`config.mk`:
```
export PLATFORM = sky130hd
export DESIGN_NAME = aes_round_ctrl_flat
export DESIGN_NICKNAME = d
export VERILOG_FILES = /design/src/rtl/aes_round_ctrl_pkg.sv /design/src/rtl/aes_round_ctrl_if.sv /design/src/rtl/aes_round_ctrl.sv /design/src/flat_wrapper.sv
export SDC_FILE = /design/constraint.sdc
export NUM_CORES = 1
export LEC_CHECK = 0
export CAP_MARGIN = 20
export CORE_UTILIZATION = 34
export CTS_CLUSTER_DIAMETER = 150
export DETAILED_ROUTE_END_ITERATION = 8
export GPL_TIMING_DRIVEN = 0
export PLACE_DENSITY_LB_ADDON = 0.3
export SETUP_SLACK_MARGIN = 0.1
export SYNTH_ARGS = -nofsm -noshare
export SYNTH_HDL_FRONTEND = slang
export SYNTH_SLANG_ARGS = --single-unit
```
`constraint.sdc`:
```
create_clock -name clk -period 5.1 [get_ports clk]
set_clock_uncertainty 0.15 [all_clocks]
set_input_delay 1.02 -clock clk [delete_from_list [all_inputs] [get_ports clk]]
set_output_delay 1.02 -clock clk [all_outputs]
set_load 0.1 [all_outputs]
```
`src/rtl/aes_round_ctrl_pkg.sv`:
```
// Shared types and constants for the AES round controller.
package aes_package;

    localparam int unsigned NR_128  = 10;
    localparam int unsigned NR_192  = 12;
    localparam int unsigned NR_256  = 14;
    localparam int unsigned ROUND_W = 4;
    localparam int unsigned KEY_W   = 2;

    typedef enum logic [1:0] {
        ST_IDLE   = 2'd0,
        ST_ROUND  = 2'd1,
        ST_FINAL  = 2'd2,
        ST_OUTPUT = 2'd3
    } aes_round_state_t;

    typedef enum logic [KEY_W-1:0] {
        KEY_128  = 2'd0,
        KEY_192  = 2'd1,
        KEY_256  = 2'd2,
        KEY_RSVD = 2'd3
    } aes_key_len_t;

    // Datapath strobe bundle driven by the controller each cycle.
    typedef struct packed {
        logic load;
        logic round_en;
        logic final_rnd;
        logic ks_step;
    } aes_dp_ctrl_t;

    // Key length is usable when it is 128/192, or 256 with AES-256 enabled.
    function automatic logic key_ok(input logic [KEY_W-1:0] k, input logic en256);
        case (aes_key_len_t'(k))
            KEY_128, KEY_192: key_ok = 1'b1;
            KEY_256:          key_ok = en256;
            default:          key_ok = 1'b0;
        endcase
    endfunction

    // Number of rounds for a key length.
    function automatic logic [ROUND_W-1:0] nr_of(input logic [KEY_W-1:0] k);
        case (aes_key_len_t'(k))
            KEY_192: nr_of = ROUND_W'(NR_192);
            KEY_256: nr_of = ROUND_W'(NR_256);
            default: nr_of = ROUND_W'(NR_128);
        endcase
    endfunction

endpackage

```
`src/rtl/aes_round_ctrl_if.sv`:
```
// Handshake, key-schedule and datapath control bundle of the AES round controller.
interface aes_round_ctrl_if
    import aes_package::*;
#(
    parameter int unsigned CNT_W = 16
);
    logic [KEY_W-1:0]   key_len_i;
    logic               in_valid_i;
    logic               in_ready_o;
    logic               abort_i;
    logic               ks_ready_i;
    logic               ks_step_o;
    logic               dp_load_o;
    logic               dp_round_en_o;
    logic               dp_final_o;
    logic [ROUND_W-1:0] round_o;
    logic               out_valid_o;
    logic               out_ready_i;
    logic               busy_o;
    logic               done_o;
    logic               err_o;
    logic [CNT_W-1:0]   block_cnt_o;

    // Upstream/environment side.
    modport master (
        output key_len_i, in_valid_i, abort_i, ks_ready_i, out_ready_i,
        input  in_ready_o, ks_step_o, dp_load_o, dp_round_en_o, dp_final_o,
               round_o, out_valid_o, busy_o, done_o, err_o, block_cnt_o
    );

    // Controller side.
    modport slave (
        input  key_len_i, in_valid_i, abort_i, ks_ready_i, out_ready_i,
        output in_ready_o, ks_step_o, dp_load_o, dp_round_en_o, dp_final_o,
               round_o, out_valid_o, busy_o, done_o, err_o, block_cnt_o
    );
endinterface

```
`src/rtl/aes_round_ctrl.sv`:
```
// AES round sequencer: accepts a block, steps Nr rounds against the key
// schedule, presents the ciphertext and counts completed blocks.
module aes_round_ctrl
    import aes_package::*;
#(
    parameter bit          AES256_EN = 1'b1,
    parameter int unsigned CNT_W     = 16
) (
    input  logic             clk,
    input  logic             clear,
    aes_round_ctrl_if.slave  bus
);

    aes_round_state_t   r_state;
    aes_round_state_t   w_state_nxt;
    logic [ROUND_W-1:0] r_rnd;
    logic [ROUND_W-1:0] w_rnd_nxt;
    logic [ROUND_W-1:0] r_nr;
    logic [ROUND_W-1:0] w_nr_nxt;
    logic [ROUND_W-1:0] r_round;
    logic [ROUND_W-1:0] w_round_nxt;
    logic [CNT_W-1:0]   r_block_cnt;
    logic               r_err;
    logic               r_done;
    logic               r_busy;
    logic               r_out_valid;
    aes_dp_ctrl_t       w_dp;
    logic               w_key_ok;
    logic               w_in_ready;
    logic               w_key_bad;
    logic               w_out_fire;

    assign w_key_ok = key_ok(bus.key_len_i, AES256_EN);

    // State register; clear has priority over every other event.
    always_ff @(posedge clk) begin
        if (clear) begin
            r_state <= ST_IDLE;
            r_rnd   <= '0;
            r_nr    <= '0;
        end else begin
            r_state <= w_state_nxt;
            r_rnd   <= w_rnd_nxt;
            r_nr    <= w_nr_nxt;
        end
    end

    // Next-state, round counting and datapath strobes.
    always_comb begin
        w_state_nxt = r_state;
        w_rnd_nxt   = r_rnd;
        w_nr_nxt    = r_nr;
        w_dp        = '0;
        w_in_ready  = 1'b0;
        w_key_bad   = 1'b0;
        w_out_fire  = 1'b0;
        case (r_state)
            ST_IDLE: begin
                w_in_ready = w_key_ok;
                w_key_bad  = bus.in_valid_i & ~w_key_ok;
                if (bus.in_valid_i && w_key_ok) begin
                    w_dp.load   = 1'b1;
                    w_nr_nxt    = nr_of(bus.key_len_i);
                    w_rnd_nxt   = ROUND_W'(1);
                    w_state_nxt = ST_ROUND;
                end
            end
            ST_ROUND: begin
                if (bus.abort_i) begin
                    w_rnd_nxt   = '0;
                    w_state_nxt = ST_IDLE;
                end else if (bus.ks_ready_i) begin
                    w_dp.round_en = 1'b1;
                    w_dp.ks_step  = 1'b1;
                    w_rnd_nxt     = r_rnd + ROUND_W'(1);
                    if (r_rnd == r_nr - ROUND_W'(1)) begin
                        w_state_nxt = ST_FINAL;
                    end
                end
            end
            ST_FINAL: begin
                if (bus.abort_i) begin
                    w_rnd_nxt   = '0;
                    w_state_nxt = ST_IDLE;
                end else if (bus.ks_ready_i) begin
                    w_dp.round_en  = 1'b1;
                    w_dp.final_rnd = 1'b1;
                    w_dp.ks_step   = 1'b1;
                    w_state_nxt    = ST_OUTPUT;
                end
            end
            ST_OUTPUT: begin
                if (bus.abort_i) begin
                    w_rnd_nxt   = '0;
                    w_state_nxt = ST_IDLE;
                end else if (bus.out_ready_i) begin
                    w_out_fire  = 1'b1;
                    w_rnd_nxt   = '0;
                    w_state_nxt = ST_IDLE;
                end
            end
            default: begin
                w_rnd_nxt   = '0;
                w_state_nxt = ST_IDLE;
            end
        endcase
        // A clearing cycle must not disturb the datapath or key schedule.
        if (clear) begin
            w_dp = '0;
        end
    end

    // Round index as seen after the next edge.
    always_comb begin
        w_round_nxt = '0;
        case (w_state_nxt)
            ST_ROUND:            w_round_nxt = w_rnd_nxt;
            ST_FINAL, ST_OUTPUT: w_round_nxt = w_nr_nxt;
            default:             w_round_nxt = '0;
        endcase
    end

    // Registered status outputs, completion pulse, block counter and sticky error.
    always_ff @(posedge clk) begin
        if (clear) begin
            r_busy      <= 1'b0;
            r_out_valid <= 1'b0;
            r_round     <= '0;
            r_done      <= 1'b0;
            r_err       <= 1'b0;
            r_block_cnt <= '0;
        end else begin
            r_busy      <= (w_state_nxt != ST_IDLE);
            r_out_valid <= (w_state_nxt == ST_OUTPUT);
            r_round     <= w_round_nxt;
            r_done      <= w_out_fire;
            if (w_key_bad) begin
                r_err <= 1'b1;
            end
            if (w_out_fire) begin
                r_block_cnt <= r_block_cnt + CNT_W'(1);
            end
        end
    end

    assign bus.in_ready_o    = w_in_ready;
    assign bus.dp_load_o     = w_dp.load;
    assign bus.dp_round_en_o = w_dp.round_en;
    assign bus.dp_final_o    = w_dp.final_rnd;
    assign bus.ks_step_o     = w_dp.ks_step;
    assign bus.round_o       = r_round;
    assign bus.out_valid_o   = r_out_valid;
    assign bus.busy_o        = r_busy;
    assign bus.done_o        = r_done;
    assign bus.err_o         = r_err;
    assign bus.block_cnt_o   = r_block_cnt;

endmodule

```
`src/flat_wrapper.sv`:
```
// flat-port wrapper written by rule: the top's interface ports become plain ports
module aes_round_ctrl_flat import aes_package::*;
#(
    parameter bit          AES256_EN = 1'b1,
    parameter int unsigned CNT_W     = 16
)
  (clk, clear, bus_key_len_i, bus_in_valid_i, bus_abort_i, bus_ks_ready_i, bus_out_ready_i, bus_in_ready_o, bus_ks_step_o, bus_dp_load_o, bus_dp_round_en_o, bus_dp_final_o, bus_round_o, bus_out_valid_o, bus_busy_o, bus_done_o, bus_err_o, bus_block_cnt_o);
  aes_round_ctrl_if #(.CNT_W(CNT_W)) bus_i ();
  input  logic clk;
  input  logic clear;
  input wire logic [$bits(bus_i.key_len_i)-1:0] bus_key_len_i;
  input wire logic [$bits(bus_i.in_valid_i)-1:0] bus_in_valid_i;
  input wire logic [$bits(bus_i.abort_i)-1:0] bus_abort_i;
  input wire logic [$bits(bus_i.ks_ready_i)-1:0] bus_ks_ready_i;
  input wire logic [$bits(bus_i.out_ready_i)-1:0] bus_out_ready_i;
  output wire logic [$bits(bus_i.in_ready_o)-1:0] bus_in_ready_o;
  output wire logic [$bits(bus_i.ks_step_o)-1:0] bus_ks_step_o;
  output wire logic [$bits(bus_i.dp_load_o)-1:0] bus_dp_load_o;
  output wire logic [$bits(bus_i.dp_round_en_o)-1:0] bus_dp_round_en_o;
  output wire logic [$bits(bus_i.dp_final_o)-1:0] bus_dp_final_o;
  output wire logic [$bits(bus_i.round_o)-1:0] bus_round_o;
  output wire logic [$bits(bus_i.out_valid_o)-1:0] bus_out_valid_o;
  output wire logic [$bits(bus_i.busy_o)-1:0] bus_busy_o;
  output wire logic [$bits(bus_i.done_o)-1:0] bus_done_o;
  output wire logic [$bits(bus_i.err_o)-1:0] bus_err_o;
  output wire logic [$bits(bus_i.block_cnt_o)-1:0] bus_block_cnt_o;
  assign bus_i.key_len_i = bus_key_len_i;
  assign bus_i.in_valid_i = bus_in_valid_i;
  assign bus_i.abort_i = bus_abort_i;
  assign bus_i.ks_ready_i = bus_ks_ready_i;
  assign bus_i.out_ready_i = bus_out_ready_i;
  assign bus_in_ready_o = bus_i.in_ready_o;
  assign bus_ks_step_o = bus_i.ks_step_o;
  assign bus_dp_load_o = bus_i.dp_load_o;
  assign bus_dp_round_en_o = bus_i.dp_round_en_o;
  assign bus_dp_final_o = bus_i.dp_final_o;
  assign bus_round_o = bus_i.round_o;
  assign bus_out_valid_o = bus_i.out_valid_o;
  assign bus_busy_o = bus_i.busy_o;
  assign bus_done_o = bus_i.done_o;
  assign bus_err_o = bus_i.err_o;
  assign bus_block_cnt_o = bus_i.block_cnt_o;
  aes_round_ctrl #(.AES256_EN(AES256_EN), .CNT_W(CNT_W)) u_core (.clk(clk), .clear(clear), .bus(bus_i));
endmodule
```
==> results_dict.tcl <==
set metrics [dict create \
    finalCriticalPeriod_ps 4700 \
    synth_edf_count 0 \
    grt_pass1_wl_mm 6.69 \
    drt_iter0_drc 48 \
    cp-endpoint "bus_ks_step_o" \
    drive_gt1_frac 0.133 \
    cts_sinks 34 \
    finalHoldViolations 0 \
    synth_top_area_share 0.373 \
    rrSetupSlack_ps 2720 \
    peakVddDrop_uv 210 \
    cp.arrival_ps 3530 \
    grt.total_usage 0.159 \
    r2r_cells 7 \
    dp.cells 303 \
    synth-seq-cells 34 \
    cp-start-kind "input port" \
    cap_violations 0 \
    die_w_um 75.3 \
    synth_ff_type "dfxtp_1" \
    ctsResizeCount 0 \
    power.switching_uw 474 \
    fin_crit_sh 0.922 \
    synth_area_um2 1830 \
    start_util 0.355 \
    min_path_type "reg2reg" \
    dpl.hpwl_mm 3.01 \
    fmax_ghz 0.213 \
    final_cell_count_no_fill 311 \
    synth_nets 215 \
    clockRootBuffer "clkbuf_8" \
    dr.pass1.iters 4 \
    antenna_found_initial 0 \
    crit_type "in2out" \
    yosysTopAreaCell "dfxtp_1" \
    gp_congestion 0.776 \
    p_per_area_nw_per_um2 459 \
    report.final.slew_viol_count 0 \
    setup_violations 0 \
    cts_buffers 5 \
    regToRegStartpoint "u_core.r_state[1]$_SDFF_PP0_" \
    core_area_um2 5140 \
    rsz0062_at_grt "false" \
    p_comb_frac 0.444 \
    vias_per_cell 4.96 \
    synth.area.top_cells "dfxtp_1, xor2_1, ha_1" \
    crit_required_ps 3930 \
    p_clk_frac 0.270 \
    num_vias 1542 \
    first_global_vias 1451 \
    synth_seq_area_share 0.373 \
    portBuffers 35 \
    postRouteWirelength_mm 4.02 \
    post-synth-top-count-cell "dfxtp_1" \
    tns_ps 0 \
    synthArstFlopShare 0 \
    cts_hold_buf 0 \
    yosys-top-cells-count "dfxtp_1, nor2_1, xor2_1" \
    cts_setup_buffers 0 \
    status "finished clean" \
    syn_inst 198 \
    ant_nets 0 \
    diodes 0 \
    tritoncts "done" \
    p_sw_frac 0.428 \
    internal-power_uw 634 \
    clk_path_buf_depth 2 \
    ios 37 \
    drc 0 \
    num_rows 26 \
    cts.htree.levels 2 \
    die_area_um2 5670 \
    path_max_fanout 10 \
    clk_latency_ps 290 \
    syn_avg_cell_area_um2 9.23 \
    yosys_warnings 0 \
    startpoint "clear" \
    syn_to_final_growth_pct 32.3 \
    cellLeakagePower_nw 0.952 \
    clk_pin_slew_ps 70 \
    critPathCaptureType "primary output" \
    nets 257 \
    grt_overflow 0 \
    slew_headroom 0.337 \
    wire_per_inst_um 12.9 \
    die_h_um 75.3 \
    p_seq_frac 0.285 \
    grt_max_degree 13 \
    tightestPinTransition_ps 991 \
    r2r-end "u_core.bus.round_o[2]$_SDFF_PP0_" \
    fill_cells 536 \
    yosysUniqueCellTypes 53 \
]
## sequential cells by signal, summed over array words and instances (netlist names)
signal	count
u_core.r_nr	4
u_core.r_rnd	4
u_core.bus.block_cnt_o	16
u_core.bus.err_o	1
u_core.bus.done_o	1
u_core.bus.busy_o	1
u_core.r_state	2
u_core.bus.out_valid_o	1
u_core.bus.round_o	4
## worst max-delay path, cell delays in order
cell and delay, ps:
clkdlybuf4s50_1 570, clkbuf_1 340, nor4b_2 330, buf_4 150, clkdlybuf4s50_1 1110
## how the worst min path moves through the flow
stage	to	slack, ps	start	cells past startpoint
5_1_grt	u_core.r_nr[3]$_SDFF_PP0_	380	u_core.r_nr[3]$_SDFF_PP0_	2
6_report	u_core.bus.err_o$_SDFFE_PP0P_	350	u_core.bus.err_o$_SDFFE_PP0P_	2
3_5_place_dp	u_core.bus.err_o$_SDFFE_PP0P_	320	u_core.bus.err_o$_SDFFE_PP0P_	2
4_1_cts	u_core.bus.err_o$_SDFFE_PP0P_	350	u_core.bus.err_o$_SDFFE_PP0P_	2
3_3_place_gp	u_core.bus.err_o$_SDFFE_PP0P_	300	u_core.bus.err_o$_SDFFE_PP0P_	2
2_1_floorplan	u_core.r_nr[0]$_SDFF_PP0_	330	u_core.r_nr[0]$_SDFF_PP0_	2
## layout by cell type (no fill, tap or decap), types with 4 or more instances in the layout
master	Yosys	routed
clkdlybuf4s50_1	0	34
clkbuf_8	0	5
ha_1	9	9
nand2_1	10	10
nor2b_1	4	4
nand4_1	5	5
xnor2_1	5	5
a31oi_1	4	4
nor3_1	5	5
nand3_1	5	5
a21oi_1	6	6
dfxtp_1	34	34
and3_1	4	4
nor2_1	24	24
inv_1	9	9
o21ai_0	6	6
xor2_1	13	13
## through the flow
step | hold slack (ps) | instance area, um^2 | util | power (mW) | worst slack, ps
finish | 349 | 2420 | 0.470 | 1.11 | 398
global placement | 299 | 2280 | 0.443 | 0.810 | 189
global route | 385 | 2420 | 0.470 | 1.17 | 283
floorplan | 328 | 1840 | - | 0.704 | 362
detailed placement | 317 | 2280 | 0.443 | 0.813 | 207
CTS | 353 | 2410 | 0.470 | 1.12 | 204
## power by group through the flow
stage / Clock [mW] / Sequential, mW / Combinational [mW]
CTS: 0.305 / 0.317 / 0.492
detailed placement: 0 / 0.324 / 0.490
floorplan: 0 / 0.415 / 0.289
global placement: 0 / 0.323 / 0.487
finish: 0.300 / 0.317 / 0.493
global route: 0.318 / 0.322 / 0.528
## logic make-up (layout without fill, tap and decap cells)
family,count (synthesis),count (layout),synth area share
AOI/OAI and AO/OA,30,30,0.118
and+or+nand+nor,86,86,0.292
muxes,1,1,0.00548
xor gates and xnor gates,19,19,0.0986
buffers and inverters,19,62,0.0514
DFF,34,34,0.373
adders and majority gates,9,9,0.0616
## metal layers
metal  up-vias  routed length [um]  global-route usage
li1        775                   -                   -
met1       730                1870               0.198
met2        30                1860               0.262
met3         7                 229              0.0489
met4         0                  57              0.0514
met5         -                   0                   0
## area by class of cell
| cell class | count | area, um^2 | area share |
|---|---|---|---|
| inverter | 9 | 33.8 | 0.0140 |
| timing repair buffer | 35 | 353 | 0.146 |
| sequential | 34 | 681 | 0.282 |
| clock buffer | 5 | 68.8 | 0.0285 |
| tap | 70 | 87.6 | 0.0362 |
| clock inverter | 3 | 68.8 | 0.0285 |
| buffer | 10 | 60.1 | 0.0248 |
| multi-input combinational | 145 | 1060 | 0.440 |
(Power assumes the default switching activity.)
